## src/rtl/d_pipe_pkg.sv

```systemverilog
// rtl/d_pipe_pkg.sv - shared types and sizing helper for the d_pipe_reg pipeline
//  dis_mode_e : behaviour of the pipeline while enable is low
//  occ_w()    : width of an occupancy counter able to hold 0..depth
package d_pipe_pkg;

    typedef enum logic {
        DIS_HOLD,
        DIS_CLEAR
    } dis_mode_e;

    function automatic int occ_w(input int depth);
        return $clog2(depth + 1);
    endfunction

endpackage

```

## src/rtl/d_ff_stage.sv

```systemverilog
// rtl/d_ff_stage.sv - one pipeline stage: WIDTH data bits plus a valid bit
//  clk      in   rising-edge clock
//  rst      in   asynchronous active-low reset (data = RST_VAL, valid = 0)
//  clr      in   synchronous clear, priority over en
//  en       in   load d/d_valid on this edge
//  d        in   WIDTH data input
//  d_valid  in   valid input
//  q        out  WIDTH registered data
//  q_valid  out  registered valid
module d_ff_stage #(
    parameter int               WIDTH   = 8,
    parameter logic [WIDTH-1:0] RST_VAL = '0
) (
    input  logic             clk,
    input  logic             rst,
    input  logic             clr,
    input  logic             en,
    input  logic [WIDTH-1:0] d,
    input  logic             d_valid,
    output logic [WIDTH-1:0] q,
    output logic             q_valid
);

    always_ff @(posedge clk or negedge rst) begin
        if (!rst) begin
            q       <= RST_VAL;
            q_valid <= 1'b0;
        end else if (clr) begin
            q       <= RST_VAL;
            q_valid <= 1'b0;
        end else if (en) begin
            q       <= d;
            q_valid <= d_valid;
        end
    end

endmodule

```

## src/rtl/d_pipe_reg.sv

```systemverilog
// rtl/d_pipe_reg.sv - parametrised DEPTH-stage data+valid register pipeline
//  clk        in   rising-edge clock
//  rst        in   asynchronous active-low reset
//  enable     in   advance the pipeline this cycle
//  clear      in   synchronous flush, priority over enable
//  d          in   WIDTH input data
//  d_valid    in   input valid
//  q          out  WIDTH data of the last stage
//  q_valid    out  valid of the last stage
//  taps       out  DEPTH*WIDTH data of every stage, stage0 in [WIDTH-1:0]
//  occupancy  out  registered count of valid stages, 0..DEPTH
module d_pipe_reg
    import d_pipe_pkg::*;
#(
    parameter int               WIDTH    = 8,
    parameter int               DEPTH    = 4,
    parameter dis_mode_e        DIS_MODE = DIS_HOLD,
    parameter logic [WIDTH-1:0] RST_VAL  = '0
) (
    input  logic                     clk,
    input  logic                     rst,
    input  logic                     enable,
    input  logic                     clear,
    input  logic [WIDTH-1:0]         d,
    input  logic                     d_valid,
    output logic [WIDTH-1:0]         q,
    output logic                     q_valid,
    output logic [DEPTH*WIDTH-1:0]   taps,
    output logic [occ_w(DEPTH)-1:0]  occupancy
);

    localparam int OCC_W = occ_w(DEPTH);

    // In DIS_CLEAR mode a disabled edge behaves exactly like clear, so both
    // collapse into a single flush term shared by every stage and the counter.
    logic flush;
    assign flush = clear || (!enable && (DIS_MODE == DIS_CLEAR));

    generate
        if (DEPTH < 1) begin : g_bad_depth
            $error("d_pipe_reg: DEPTH must be >= 1");
        end else begin : g_pipe
            logic [WIDTH-1:0] stage_d [DEPTH];
            logic             stage_v [DEPTH];

            for (genvar i = 0; i < DEPTH; i++) begin : g_stage
                logic [WIDTH-1:0] in_d;
                logic             in_v;

                if (i == 0) begin : g_head
                    assign in_d = d;
                    assign in_v = d_valid;
                end else begin : g_body
                    assign in_d = stage_d[i-1];
                    assign in_v = stage_v[i-1];
                end

                d_ff_stage #(
                    .WIDTH   (WIDTH),
                    .RST_VAL (RST_VAL)
                ) u_stage (
                    .clk     (clk),
                    .rst     (rst),
                    .clr     (flush),
                    .en      (enable),
                    .d       (in_d),
                    .d_valid (in_v),
                    .q       (stage_d[i]),
                    .q_valid (stage_v[i])
                );

                assign taps[i*WIDTH +: WIDTH] = stage_d[i];
            end

            assign q       = stage_d[DEPTH-1];
            assign q_valid = stage_v[DEPTH-1];

            // Incremental popcount: one word may enter and one may leave per
            // enabled edge, so the count stays within 0..DEPTH without wrapping.
            always_ff @(posedge clk or negedge rst) begin
                if (!rst) begin
                    occupancy <= '0;
                end else if (flush) begin
                    occupancy <= '0;
                end else if (enable) begin
                    occupancy <= occupancy + OCC_W'(d_valid) - OCC_W'(stage_v[DEPTH-1]);
                end
            end
        end
    endgenerate

endmodule

```

## config.mk

```make
export PLATFORM = sky130hd
export DESIGN_NAME = d_pipe_reg
export DESIGN_NICKNAME = d
export VERILOG_FILES = /design/src/rtl/d_pipe_pkg.sv /design/src/rtl/d_ff_stage.sv /design/src/rtl/d_pipe_reg.sv
export SDC_FILE = /design/constraint.sdc
export NUM_CORES = 1
export LEC_CHECK = 0
export ABC_AREA = 1
export CAP_MARGIN = 20
export CELL_PAD_IN_SITES_DETAIL_PLACEMENT = 0
export CELL_PAD_IN_SITES_GLOBAL_PLACEMENT = 1
export CORE_AREA = 2 2 74 76
export CTS_BUF_LIST = sky130_fd_sc_hd__clkbuf_8 sky130_fd_sc_hd__clkbuf_16
export DETAILED_ROUTE_END_ITERATION = 6
export DIE_AREA = 0 0 76 78
export PLACE_DENSITY_LB_ADDON = 0.1
export SLEW_MARGIN = 20
export SYNTH_ARGS = -nofsm -noshare
export SYNTH_HDL_FRONTEND = slang
export SYNTH_HIERARCHICAL = 1
export SYNTH_SLANG_ARGS = --single-unit
```

## constraint.sdc

```tcl
create_clock -name clk -period 3.05 [get_ports clk]
set_input_delay 0.305 -clock clk [delete_from_list [all_inputs] [get_ports clk]]
set_output_delay 0.305 -clock clk [all_outputs]
set_load 0.02 [all_outputs]
```

==> metrics.txt, run 1 <==
# TYPE chip_impl_metric gauge
chip_impl_info{name="status",value="finished, final reports clean"} 1
chip_impl_metric{name="grt_antenna_before_repair",unit=""} 0
chip_impl_metric{name="cp_slowest_stage_delay",unit="ns"} 0.64
chip_impl_metric{name="worst_skew_pair.late_latency",unit="ns"} 0.29
chip_impl_metric{name="period_minus_slack",unit="ns"} 1.67
chip_impl_info{name="critical_path.startpoint",value="occupancy[1]$_DFFE_PN0P_"} 1
chip_impl_metric{name="cts.sinks",unit=""} 39
chip_impl_metric{name="remaining_drc_errors",unit=""} 0
chip_impl_info{name="yosysTopAreaCell",value="dfrtp_1"} 1
chip_impl_metric{name="antennaDiodeCount",unit=""} 0
chip_impl_info{name="crit_path_start_kind",value="register"} 1
chip_impl_metric{name="io_buffers",unit=""} 56
chip_impl_metric{name="power_report.internal_total",unit="µW"} 766
chip_impl_metric{name="layout-drive-gt1-share",unit="%"} 9.39
chip_impl_metric{name="clockPowerShare",unit="%"} 33.8
chip_impl_metric{name="post_layout_nonfiller_instances",unit=""} 315
chip_impl_metric{name="fp.coreArea",unit="mm²"} 0.00504
chip_impl_metric{name="synthDominantCellAreaShare",unit="%"} 55.1
chip_impl_metric{name="finalHoldViolCount",unit=""} 0
chip_impl_metric{name="wl_per_cell",unit="µm"} 11.4
chip_impl_metric{name="max_freq",unit="MHz"} 600
chip_impl_metric{name="synth_nets",unit=""} 208
chip_impl_metric{name="fin_nets",unit=""} 261
chip_impl_metric{name="design.portCount",unit=""} 57
chip_impl_metric{name="yosys_register_bits",unit=""} 39
chip_impl_metric{name="postCtsResizedCells",unit=""} 0
chip_impl_metric{name="synth.cell_area",unit="mm²"} 0.00177
chip_impl_metric{name="crit_required",unit="ns"} 2.74
chip_impl_metric{name="detail-route-antenna-nets",unit=""} 0
chip_impl_metric{name="post-route-period-util",unit="%"} 54.6
chip_impl_info{name="ctsRootBufferMaster",value="clkbuf_8"} 1
chip_impl_info{name="hold_class",value="in -> async"} 1
chip_impl_metric{name="timing.critical_path.buf_inv",unit=""} 1
chip_impl_metric{name="vias_per_cell",unit=""} 4.34
chip_impl_metric{name="effective_utilization_at_floorplan",unit="%"} 35.1
chip_impl_info{name="critPathCaptureType",value="output port"} 1
chip_impl_metric{name="area_growth_syn_to_layout",unit="%"} 35.9
chip_impl_metric{name="comb_power_share",unit="%"} 13.3
chip_impl_metric{name="placer_s_final_routability_congestion_estimate",unit=""} 0.786
chip_impl_metric{name="finalWirelength",unit="µm"} 3590
chip_impl_metric{name="synth-seq-area-share",unit="%"} 55.1
chip_impl_metric{name="first_global_vias",unit=""} 1341
chip_impl_metric{name="worst-slew-pin-transition",unit="ns"} 0.864
chip_impl_metric{name="wire_length_of_the_first_global_routing_pass",unit="µm"} 6370
chip_impl_metric{name="total_power_divided_by_cell_area",unit="mW/mm²"} 427
chip_impl_metric{name="die_area",unit="mm²"} 0.00593
chip_impl_metric{name="sw_frac_of_total",unit="%"} 25.5
chip_impl_metric{name="power_frac_seq",unit="%"} 53.0
chip_impl_metric{name="finalSetupViolations",unit=""} 0
chip_impl_metric{name="rows",unit=""} 26
chip_impl_info{name="top_library_cells_by_usage_in_the_layout_fill_and_taps_aside",value="nand2_1, clkdlybuf4s50_1, nand3_1, dfrtp_1, inv_1"} 1
chip_impl_metric{name="groute.usage.overall",unit="%"} 13.5
chip_impl_metric{name="firstDrtPassIters",unit=""} 4
chip_impl_metric{name="cts.clk_slew.worst_paths",unit="ns"} 0.07
chip_impl_metric{name="grt_max_degree",unit=""} 40
chip_impl_metric{name="chipWidth",unit="µm"} 76
chip_impl_metric{name="chipHeight",unit="µm"} 78
chip_impl_metric{name="critical_path.max_fanout",unit=""} 4
chip_impl_info{name="cts_tree",value="built"} 1
chip_impl_info{name="unrepaired_setup_endpoints_after_global_routing",value="no"} 1
chip_impl_info{name="crit_type",value="reg -> out"} 1
chip_impl_metric{name="netlist_instances",unit=""} 192
chip_impl_metric{name="syn_avg_cell_area",unit="µm²"} 9.23
chip_impl_metric{name="timing_max_transition_violations_final",unit=""} 0
chip_impl_metric{name="cts_setup_buffers",unit=""} 0
chip_impl_metric{name="cts_hold_repair.buffers",unit=""} 0
chip_impl_info{name="final_common_cell",value="nand2_1"} 1
chip_impl_metric{name="synthDistinctLibCells",unit=""} 14
chip_impl_metric{name="hpwl",unit="µm"} 2640
chip_impl_metric{name="slew_headroom",unit="%"} 42.4
chip_impl_metric{name="ir_worst_vdd",unit="µV"} 211
chip_impl_info{name="timing.rr.start",value="g_pipe.g_stage[3].u_stage/q_valid$_DFFE_PN0P_"} 1
chip_impl_metric{name="yosysWarnings",unit=""} 6
chip_impl_info{name="worst_path_dominant_cell_family",value="buffers and inverters"} 1
chip_impl_metric{name="cts_inserted_buffers",unit=""} 5
chip_impl_metric{name="worstPathArrival",unit="ns"} 1.36
chip_impl_metric{name="power.net_switching",unit="µW"} 263
chip_impl_metric{name="setup_total_negative_slack",unit="ns"} 0
chip_impl_metric{name="max-cap-violations",unit=""} 0
chip_impl_metric{name="worst_hold_slack",unit="ns"} 0.127
chip_impl_metric{name="num_vias",unit=""} 1368
chip_impl_info{name="crit_path_slowest_cell",value="clkdlybuf4s50_1"} 1
chip_impl_metric{name="clockBufferDepth",unit=""} 2
chip_impl_info{name="critical_path.cell_chain",value="clkdlybuf4s50_1"} 1
chip_impl_metric{name="fin_skew",unit="ns"} 0.00223
chip_impl_metric{name="drt_iter0_drc",unit=""} 28
chip_impl_metric{name="place_inst",unit=""} 308
chip_impl_metric{name="htreeDepth",unit=""} 2
chip_impl_metric{name="p_leak",unit="nW"} 1.23
chip_impl_info{name="ys_top_cells_by_area",value="dfrtp_1, nand2_1, nand3_1"} 1
chip_impl_metric{name="nFillCells",unit=""} 536
chip_impl_metric{name="grt_overflow",unit=""} 0
-- Yosys cell counts, drive strengths merged --
library cell and count:
buf 12, dfrtp 39, fa 1, ha 2, inv 13, nand2 79
nand3 39, nor2 5, o21ai 1, o22ai 1
-- area by class of cell --
cell class	instances	area, µm²	area share [%]
clock inverter	1	5.00	0.208
timing repair buffer	58	566	23.5
sequential	39	976	40.5
multi-input combinational	128	642	26.7
inverter	13	48.8	2.03
clock buffer	6	82.6	3.43
tap	70	87.6	3.64
-- layer usage --
| layer | GRT usage [%] | routed length (µm) | up-vias |
|---|---|---|---|
| met5 | 0 | 0 | - |
| met4 | 4.36 | 51 | 0 |
| met3 | 5.70 | 278 | 7 |
| met2 | 21.1 | 1570 | 46 |
| met1 | 16.9 | 1680 | 605 |
| li1 | - | - | 710 |
-- state kept, by name, indices dropped and copies added, names as in the netlist --
signal,count
occupancy,3
g_pipe.g_stage.u_stage/q,32
g_pipe.g_stage.u_stage/q_valid,4
-- logic make-up after synthesis --
| kind of cell | synth area share [%] |
|---|---|
| simple gates | 33.1 |
| flops | 55.1 |
| buf+inv | 8.69 |
| fa+ha+maj | 2.54 |
| compound gates | 0.636 |
-- path summary, 6_finish.rpt --
path / cells past startpoint / slack, ns / end
max: 1 / 1.38 / occupancy[1]
min: 1 / 0.13 / occupancy[2]$_DFFE_PN0P_
max reg2reg: 9 / 1.42 / occupancy[2]$_DFFE_PN0P_
min reg2reg: 2 / 0.48 / g_pipe.g_stage[1].u_stage/q_valid$_DFFE_PN0P_
max in group asynchronous: 1 / 2.39 / g_pipe.g_stage[2].u_stage/q[3]$_DFFE_PN0P_
min in group clk: 2 / 0.48 / g_pipe.g_stage[1].u_stage/q_valid$_DFFE_PN0P_
-- metrics by stage --
stage / util (%) / worst slack [ns] / cell area, µm² / power [mW]
global placement: 46.0 / 1.17 / 2320 / 0.695
detailed placement: 46.0 / 1.15 / 2320 / 0.696
CTS: 47.7 / 1.36 / 2410 / 1.05
finish: 47.7 / 1.38 / 2410 / 1.03
global route: 47.7 / 1.28 / 2410 / 1.09
floorplan: - / 1.39 / 1770 / 0.625
-- power groups by stage --
| stage | logic [mW] | clock network [mW] | registers (mW) |
|---|---|---|---|
| after floorplan | 0.0540 | 0 | 0.571 |
| after global placement | 0.140 | 0 | 0.555 |
| after detailed placement | 0.141 | 0 | 0.555 |
| after CTS | 0.141 | 0.365 | 0.545 |
| after global routing | 0.153 | 0.388 | 0.547 |
| final | 0.136 | 0.347 | 0.545 |
Power figures use the tool's default switching activity.
==> run 2, diff against run 1 <==
--- a/config.mk
+++ b/config.mk
@@ -9,10 +9,10 @@
 export CAP_MARGIN = 20
 export CELL_PAD_IN_SITES_DETAIL_PLACEMENT = 0
 export CELL_PAD_IN_SITES_GLOBAL_PLACEMENT = 1
-export CORE_AREA = 2 2 74 76
+export CORE_AREA = 2 2 80 82
 export CTS_BUF_LIST = sky130_fd_sc_hd__clkbuf_8 sky130_fd_sc_hd__clkbuf_16
 export DETAILED_ROUTE_END_ITERATION = 6
-export DIE_AREA = 0 0 76 78
+export DIE_AREA = 0 0 82 84
 export PLACE_DENSITY_LB_ADDON = 0.1
 export SLEW_MARGIN = 20
 export SYNTH_ARGS = -nofsm -noshare
==> constraint.sdc (replaced) <==
create_clock -name clk -period 1.4 [get_ports clk]
set_input_delay 0.14 -clock clk [delete_from_list [all_inputs] [get_ports clk]]
set_output_delay 0.14 -clock clk [all_outputs]
set_load 0.02 [all_outputs]
==> metrics.txt, run 2 (synthesized netlist as in run 1, its figures left out) <==
# TYPE chip_impl_metric gauge
chip_impl_info{name="status",value="finished, violations left"} 1
chip_impl_info{name="violated_checks",value="negative setup slack"} 1
chip_impl_metric{name="cp_slowest_stage_delay",unit="ns"} 0.52
chip_impl_metric{name="timing_max_transition_violations_final",unit=""} 0
chip_impl_metric{name="max-cap-violations",unit=""} 0
chip_impl_metric{name="firstDrtPassIters",unit=""} 4
chip_impl_metric{name="slew_headroom",unit="%"} 70.9
chip_impl_metric{name="critical_path.max_fanout",unit=""} 2
chip_impl_metric{name="die_area",unit="mm²"} 0.00689
chip_impl_metric{name="design.portCount",unit=""} 57
chip_impl_metric{name="io_buffers",unit=""} 56
chip_impl_metric{name="groute.usage.overall",unit="%"} 12.7
chip_impl_metric{name="num_vias",unit=""} 1397
chip_impl_info{name="hold_class",value="in -> reg"} 1
chip_impl_info{name="crit_path_slowest_cell",value="fa_2"} 1
chip_impl_info{name="cts_tree",value="built"} 1
chip_impl_metric{name="area_growth_syn_to_layout",unit="%"} 40.4
chip_impl_info{name="ctsRootBufferMaster",value="clkbuf_8"} 1
chip_impl_metric{name="cts_inserted_buffers",unit=""} 5
chip_impl_metric{name="final_setup_slack_of_the_worst_path",unit="ns"} -0.175
chip_impl_metric{name="drt_iter0_drc",unit=""} 29
chip_impl_metric{name="dpl-instance-area",unit="mm²"} 0.00240
chip_impl_metric{name="ir_worst_vdd",unit="µV"} 371
chip_impl_metric{name="fin_area",unit="mm²"} 0.00249
chip_impl_metric{name="chipHeight",unit="µm"} 84
chip_impl_metric{name="wl_per_cell",unit="µm"} 11.6
chip_impl_metric{name="remaining_drc_errors",unit=""} 0
chip_impl_metric{name="worst_skew_pair.late_latency",unit="ns"} 0.28
chip_impl_metric{name="largest_register_ff_count",unit=""} 32
chip_impl_metric{name="placer_s_final_routability_congestion_estimate",unit=""} 0.743
chip_impl_info{name="critPathCaptureType",value="register"} 1
chip_impl_metric{name="cts.sinks",unit=""} 39
chip_impl_info{name="hp-start",value="enable"} 1
chip_impl_metric{name="layout-drive-gt1-share",unit="%"} 16.5
chip_impl_metric{name="fin_skew",unit="ns"} 0.00393
chip_impl_metric{name="period_minus_slack",unit="ns"} 1.58
chip_impl_metric{name="hpwl",unit="µm"} 2870
chip_impl_info{name="timing.rr.start",value="occupancy[0]$_DFFE_PN0P_"} 1
chip_impl_metric{name="finalWirelength",unit="µm"} 3860
chip_impl_metric{name="grt_overflow",unit=""} 0
chip_impl_metric{name="post-route-period-util",unit="%"} 113
chip_impl_metric{name="setup_total_negative_slack",unit="ns"} -0.280
chip_impl_metric{name="finalHoldViolCount",unit=""} 0
chip_impl_metric{name="nFillCells",unit=""} 660
chip_impl_metric{name="detail-route-antenna-nets",unit=""} 0
chip_impl_metric{name="area.sequential",unit="µm²"} 978
chip_impl_metric{name="multiInputGateArea",unit="µm²"} 676
chip_impl_info{name="top_library_cells_by_usage_in_the_layout_fill_and_taps_aside",value="nand2_1, dlygate4sd2_1, nand3_1"} 1
chip_impl_metric{name="final_util",unit="%"} 40.8
chip_impl_metric{name="chipWidth",unit="µm"} 82
chip_impl_info{name="registers.top_by_ff_count",value="g_pipe.g_stage.u_stage/q"} 1
chip_impl_metric{name="crit_required",unit="ns"} 1.57
chip_impl_info{name="largest_registers",value="g_pipe.g_stage.u_stage/q x32, g_pipe.g_stage.u_stage/q_valid x4, occupancy x3"} 1
chip_impl_info{name="final_common_cell",value="nand2_1"} 1
chip_impl_metric{name="p_leak",unit="nW"} 1.47
chip_impl_info{name="critical_path.startpoint",value="occupancy[0]$_DFFE_PN0P_"} 1
chip_impl_metric{name="clockBufferDepth",unit=""} 2
chip_impl_info{name="crit_path_start_kind",value="register"} 1
chip_impl_metric{name="cts.clk_slew.worst_paths",unit="ns"} 0.07
chip_impl_info{name="crit_top_cell",value="inv_2"} 1
chip_impl_info{name="critical_path.cell_chain",value="inv_2, ha_4, inv_2, ha_4, inv_2, fa_2, o22ai_2"} 1
chip_impl_metric{name="rows",unit=""} 29
chip_impl_metric{name="htreeDepth",unit=""} 2
chip_impl_info{name="crit_type",value="reg -> reg"} 1
chip_impl_metric{name="fin_nets",unit=""} 271
chip_impl_metric{name="grt_antenna_before_repair",unit=""} 0
chip_impl_metric{name="max_freq",unit="MHz"} 635
chip_impl_metric{name="first_global_vias",unit=""} 1444
chip_impl_metric{name="vias_per_cell",unit=""} 4.21
chip_impl_metric{name="worst-slew-pin-transition",unit="ns"} 0.436
chip_impl_metric{name="effective_utilization_at_floorplan",unit="%"} 29.1
chip_impl_metric{name="total_power_divided_by_cell_area",unit="mW/mm²"} 907
chip_impl_metric{name="grt_max_degree",unit=""} 22
chip_impl_metric{name="antennaDiodeCount",unit=""} 0
chip_impl_metric{name="worstPathArrival",unit="ns"} 1.74
chip_impl_metric{name="finalSetupViolations",unit=""} 2
chip_impl_metric{name="wire_length_of_the_first_global_routing_pass",unit="µm"} 6760
chip_impl_info{name="unrepaired_setup_endpoints_after_global_routing",value="yes"} 1
chip_impl_metric{name="fp.coreArea",unit="mm²"} 0.00610
[run 2: stage by stage]
step / std cells / setup WS, ns / power, mW / hold slack (ns)
after floorplan: 192 / -0.221 / 1.36 / -0.156
after global placement: 322 / -0.203 / 1.54 / 0.111
after detailed placement: 322 / -0.210 / 1.54 / 0.109
after CTS: 331 / -0.186 / 2.30 / 0.215
after global routing: 332 / -0.225 / 2.38 / 0.224
final: 332 / -0.175 / 2.26 / 0.224
[run 2: layout make-up]
cell class / instances / share of cell area [%]
Sequential cell: 39 / 39.3
Timing Repair Buffer: 68 / 24.1
Multi-Input combinational cell: 128 / 27.2
Tap cell: 77 / 3.87
Clock inverter: 1 / 0.201
Clock buffer: 6 / 3.32
Inverter: 13 / 1.96
[run 2: worst max-delay path: cells and delay by family (launching register included)]
kind / cells / cell delay [ns]
AO/OA/AOI/OAI: 1 / 0.07
adder cells (fa/ha/maj): 3 / 0.83
buffers and inverters: 3 / 0.16
flip-flops: 1 / 0.41
[run 2: routing by layer]
metal  part of all wire [%]  up-vias  track usage, %
met5                      0        -               0
met4                    1.4        0            4.09
met3                    7.3        6            4.65
met2                     45       42            19.9
met1                     46      616            16.1
li1                       -      733               -
[run 2: report_power, final]
part	switching (mW)	internal (mW)	total, mW	leakage (nW)
sequential	0.0271	1.16	1.19	0.532
combinational	0.189	0.129	0.318	0.895
clock	0.365	0.386	0.752	0.0470
total	0.581	1.68	2.26	1.47
[run 2: path summary, 6_finish.rpt]
path	slack (ns)	to	cells after the start
max reg2reg	-0.18	occupancy[1]$_DFFE_PN0P_	7
max in group asynchronous	0.53	g_pipe.g_stage[1].u_stage/q[0]$_DFFE_PN0P_	3
min in group asynchronous	0.33	g_pipe.g_stage[0].u_stage/q_valid$_DFFE_PN0P_	2
min	0.22	g_pipe.g_stage[0].u_stage/q[2]$_DFFE_PN0P_	4
max	-0.18	occupancy[1]$_DFFE_PN0P_	7
min reg2reg	0.48	g_pipe.g_stage[1].u_stage/q_valid$_DFFE_PN0P_	2
[run 2: what timing repair did]
action,4_1_cts,5_1_grt
pin swaps,3,3
setup endpoints to repair,46,2
gates cloned,0,0
hold buffers,1,0
hold endpoints to repair,16,0
gates resized for setup,53,0
setup buffers,1,1
==> RTL edit: new RTL, flow settings as in run 2 <==
Register the inputs `enable`, `clear`, `d` and `d_valid` before use, with the module's reset. The logic sees them one clock later. Comments in the files are not updated.
--- a/src/rtl/d_pipe_reg.sv
+++ b/src/rtl/d_pipe_reg.sv
@@ -33,2 +33,21 @@
 
+    logic enable_q;
+    logic clear_q;
+    logic [WIDTH-1:0] d_q;
+    logic d_valid_q;
+
+    always_ff @(posedge clk or negedge rst) begin
+        if (!rst) begin
+            enable_q  <= '0;
+            clear_q   <= '0;
+            d_q       <= '0;
+            d_valid_q <= '0;
+        end else begin
+            enable_q  <= enable;
+            clear_q   <= clear;
+            d_q       <= d;
+            d_valid_q <= d_valid;
+        end
+    end
+
     // In DIS_CLEAR mode a disabled edge behaves exactly like clear, so both
@@ -36,3 +55,3 @@
     logic flush;
-    assign flush = clear || (!enable && (DIS_MODE == DIS_CLEAR));
+    assign flush = clear_q || (!enable_q && (DIS_MODE == DIS_CLEAR));
 
@@ -50,4 +69,4 @@
                 if (i == 0) begin : g_head
-                    assign in_d = d;
-                    assign in_v = d_valid;
+                    assign in_d = d_q;
+                    assign in_v = d_valid_q;
                 end else begin : g_body
@@ -64,3 +83,3 @@
                     .clr     (flush),
-                    .en      (enable),
+                    .en      (enable_q),
                     .d       (in_d),
@@ -84,4 +103,4 @@
                     occupancy <= '0;
-                end else if (enable) begin
-                    occupancy <= occupancy + OCC_W'(d_valid) - OCC_W'(stage_v[DEPTH-1]);
+                end else if (enable_q) begin
+                    occupancy <= occupancy + OCC_W'(d_valid_q) - OCC_W'(stage_v[DEPTH-1]);
                 end
Behaviour: not the same (a bounded check fails within 4 cycles, from zero or initial values and one cycle with rst low).
==> RTL edit against run 2 <==
The run still ends with negative setup slack left; area after synthesis is 16% higher; sequential cell count increased by 11; clock skew up 0.0032 ns; setup slack improved by 0.044 ns; maximum frequency is 2.9% higher; total power rose by 36%; final area grew 12%; wire length up 4.5%; via count grew 6.2%; non-clock buffer count is 6 lower; synthesized cell count rose by 6.8%; combinational power fell by 6%; count of clock-buffer cells in the layout did not move.
==> RTL edit: results (changes against run 2) <==
Outcome = complete, but fails checks (unchanged)
Failing checks = negative setup slack (unchanged)
ANT cells = 0 (unchanged)
CP max stage delay = 0.50 ns (was 0.52 ns)
Worst hold-check path type = in2async (was in2reg)
VDD IR max = 0.0006149 V (was 0.0003711 V)
Routability congestion estimate = 0.7352 (was 0.7431)
Synth Warn # = 6 (unchanged)
Layout cells sized above 1 = 12.55% (was 16.47%)
Mux share of post-synthesis cell area = 0% (unchanged)
CP Max Fanout = 2 (unchanged)
Setup violators final = 2 (unchanged)
CP max-delay cell = fa_2 (unchanged)
Nets = 278 (was 271)
Post-Syn Nets = 221 (was 208)
GRT Resource Usage Total = 13.36% (was 12.71%)
Vias in the first global route = 1392 (was 1444)
Slew margin rel. = 81.49% (was 70.94%)
H-tree Lvls = 2 (unchanged)
First-pass GRT wire length = 6934 µm (was 6762 µm)
WL final = 4033 µm (was 3859 µm)
Estimated wirelength of the detail-placed design = 2828 µm (was 2874 µm)
Buffers on Ports = 56 (unchanged)
Drt pass-1 iters = 4 (unchanged)
XOR/XNOR Fraction of Synth Area = 0% (unchanged)
DR vias = 1483 (was 1397)
Placed Instances = 331 (was 322)
Reg2reg start = d_valid_q (was occupancy[0])
Clock latency on the worst-skew pair = 0.30 ns (was 0.28 ns)
CTS max path bufs = 2 (unchanged)
DR iter-0 viols = 96 (was 29)
Clock Skew = 0.007103 ns (was 0.003935 ns)
Initial antenna violation count = 0 (unchanged)
Worst Setup Slack, final = -0.1306 ns (was -0.1751 ns)
Leakage = 1.622 nW (was 1.474 nW)
Largest net degree at the start of global routing = 42 (was 22)
Post-Syn Instances = 205 (was 192)
Cells on worst reg2reg path = 7 (unchanged)
Worst-path clk slew = 0.09 ns (was 0.07 ns)
Reg-to-reg endpoint = occupancy[1] (unchanged)
List of most frequent post-synthesis cells = nand2_1 (81), dfrtp_1 (50), nand3_1 (38), inv_1 (10), buf_4 (8) (was nand2_1 (78), dfrtp_1 (39), nand3_1 (39), buf_4 (8), inv_1 (7))
Seq/Total Area, Yosys = 61.12% (was 55.08%)
Worst hold slack = 0.2425 ns (was 0.2241 ns)
Post-CTS setup buffer count = 0 (was 1)
Fraction of registers with async set/reset = 100.0% (unchanged)
Synth Flop Type = dfrtp_1 (unchanged)
Compound-Gate Fraction of Synth Area = 0.3056% (was 0.6356%)
Finished Layout Cells = 340 (was 332)
Yosys cell types = 13 (was 14)
Adder and majority gate portion of the synthesized area = 2.200% (was 2.542%)
Root buffer selected by CTS = clkbuf_8 (unchanged)
CP Data Arrival Time = 1.72 ns (was 1.74 ns)
Synth top area cells = dfrtp_1 (61%), nand2_1 (15%), nand3_1 (9.3%) (was dfrtp_1 (55%), nand2_1 (17%), nand3_1 (11%))
Regs by FF count = g_pipe.g_stage.u_stage/q x32, d_q x8, g_pipe.g_stage.u_stage/q_valid x4 (was g_pipe.g_stage.u_stage/q x32, g_pipe.g_stage.u_stage/q_valid x4, occupancy x3)
Cts bufs inserted = 5 (unchanged)
RTL edit: how the worst max path moves through the flow:
stage	cells past startpoint	start	end
after CTS	7	d_valid_q	occupancy[1]
after floorplan	6	g_pipe.g_stage[3].u_stage/q_valid	occupancy[1]
final	7	d_valid_q	occupancy[1]
after global placement	7	d_valid_q	occupancy[1]
after detailed placement	7	d_valid_q	occupancy[1]
after global routing	9	d_valid_q	occupancy[2]
RTL edit: report_power, final:
group	switching, mW	internal [mW]	total, mW
Combinational	0.182	0.118	0.300
Sequential	0.0352	1.49	1.53
Clock	0.471	0.762	1.23
Total	0.688	2.37	3.06
RTL edit: per-layer routing:
metal  vias to the layer above  share of wire [%]  GRT usage (%)
met2                        47                 46          18.85
met1                       669                 46          18.60
met4                         0                2.6          6.667
met3                        10                5.9          3.788
met5                         -                  0              0
li1                        757                  -              -
RTL edit: cell families (layout without fill, tap and decap cells):
group	Yosys count	count (layout)
AND/OR/NAND/NOR	125	125
flip-flops	50	50
buffers and inverters	26	84
adder cells (fa/ha/maj)	3	3
AO/OA/AOI/OAI	1	1
RTL edit: timing repair:
item                                    CTS  global route
pin swaps                                 1             0
hold endpoints to repair                 10             0
resized for setup                        46             0
endpoints found under the setup margin   46             2
hold buffers                              1             0
RTL edit: cell type report:
type	count	area (µm²)
sequential	50	1254
clock buffer	6	82.58
clock inverter	2	60.06
multi-input combinational	129	665.6
fill	622	3299
tap	77	96.34
inverter	14	52.55
timing repair buffer	62	585.6
RTL edit: through the flow:
| step | TNS [ns] | area [µm²] | setup WS [ns] | util [%] |
|---|---|---|---|---|
| after floorplan | -0.2765 | 2076 | -0.1563 | - |
| after detailed placement | -0.3209 | 2699 | -0.1718 | 44.27 |
| final | -0.2379 | 2796 | -0.1306 | 45.87 |
| after CTS | -0.2499 | 2796 | -0.1392 | 45.87 |
| after global placement | -0.2505 | 2699 | -0.1380 | 44.27 |
| after global routing | -0.3938 | 2796 | -0.2086 | 45.87 |
RTL edit: worst max-delay path, delay by kind of cell, from the launching register on:
| kind | cells | cell delay [ns] |
|---|---|---|
| DFF | 1 | 0.40 |
| adders and majority gates | 3 | 0.81 |
| AOI/OAI and AO/OA | 1 | 0.06 |
| buffers and inverters | 3 | 0.16 |
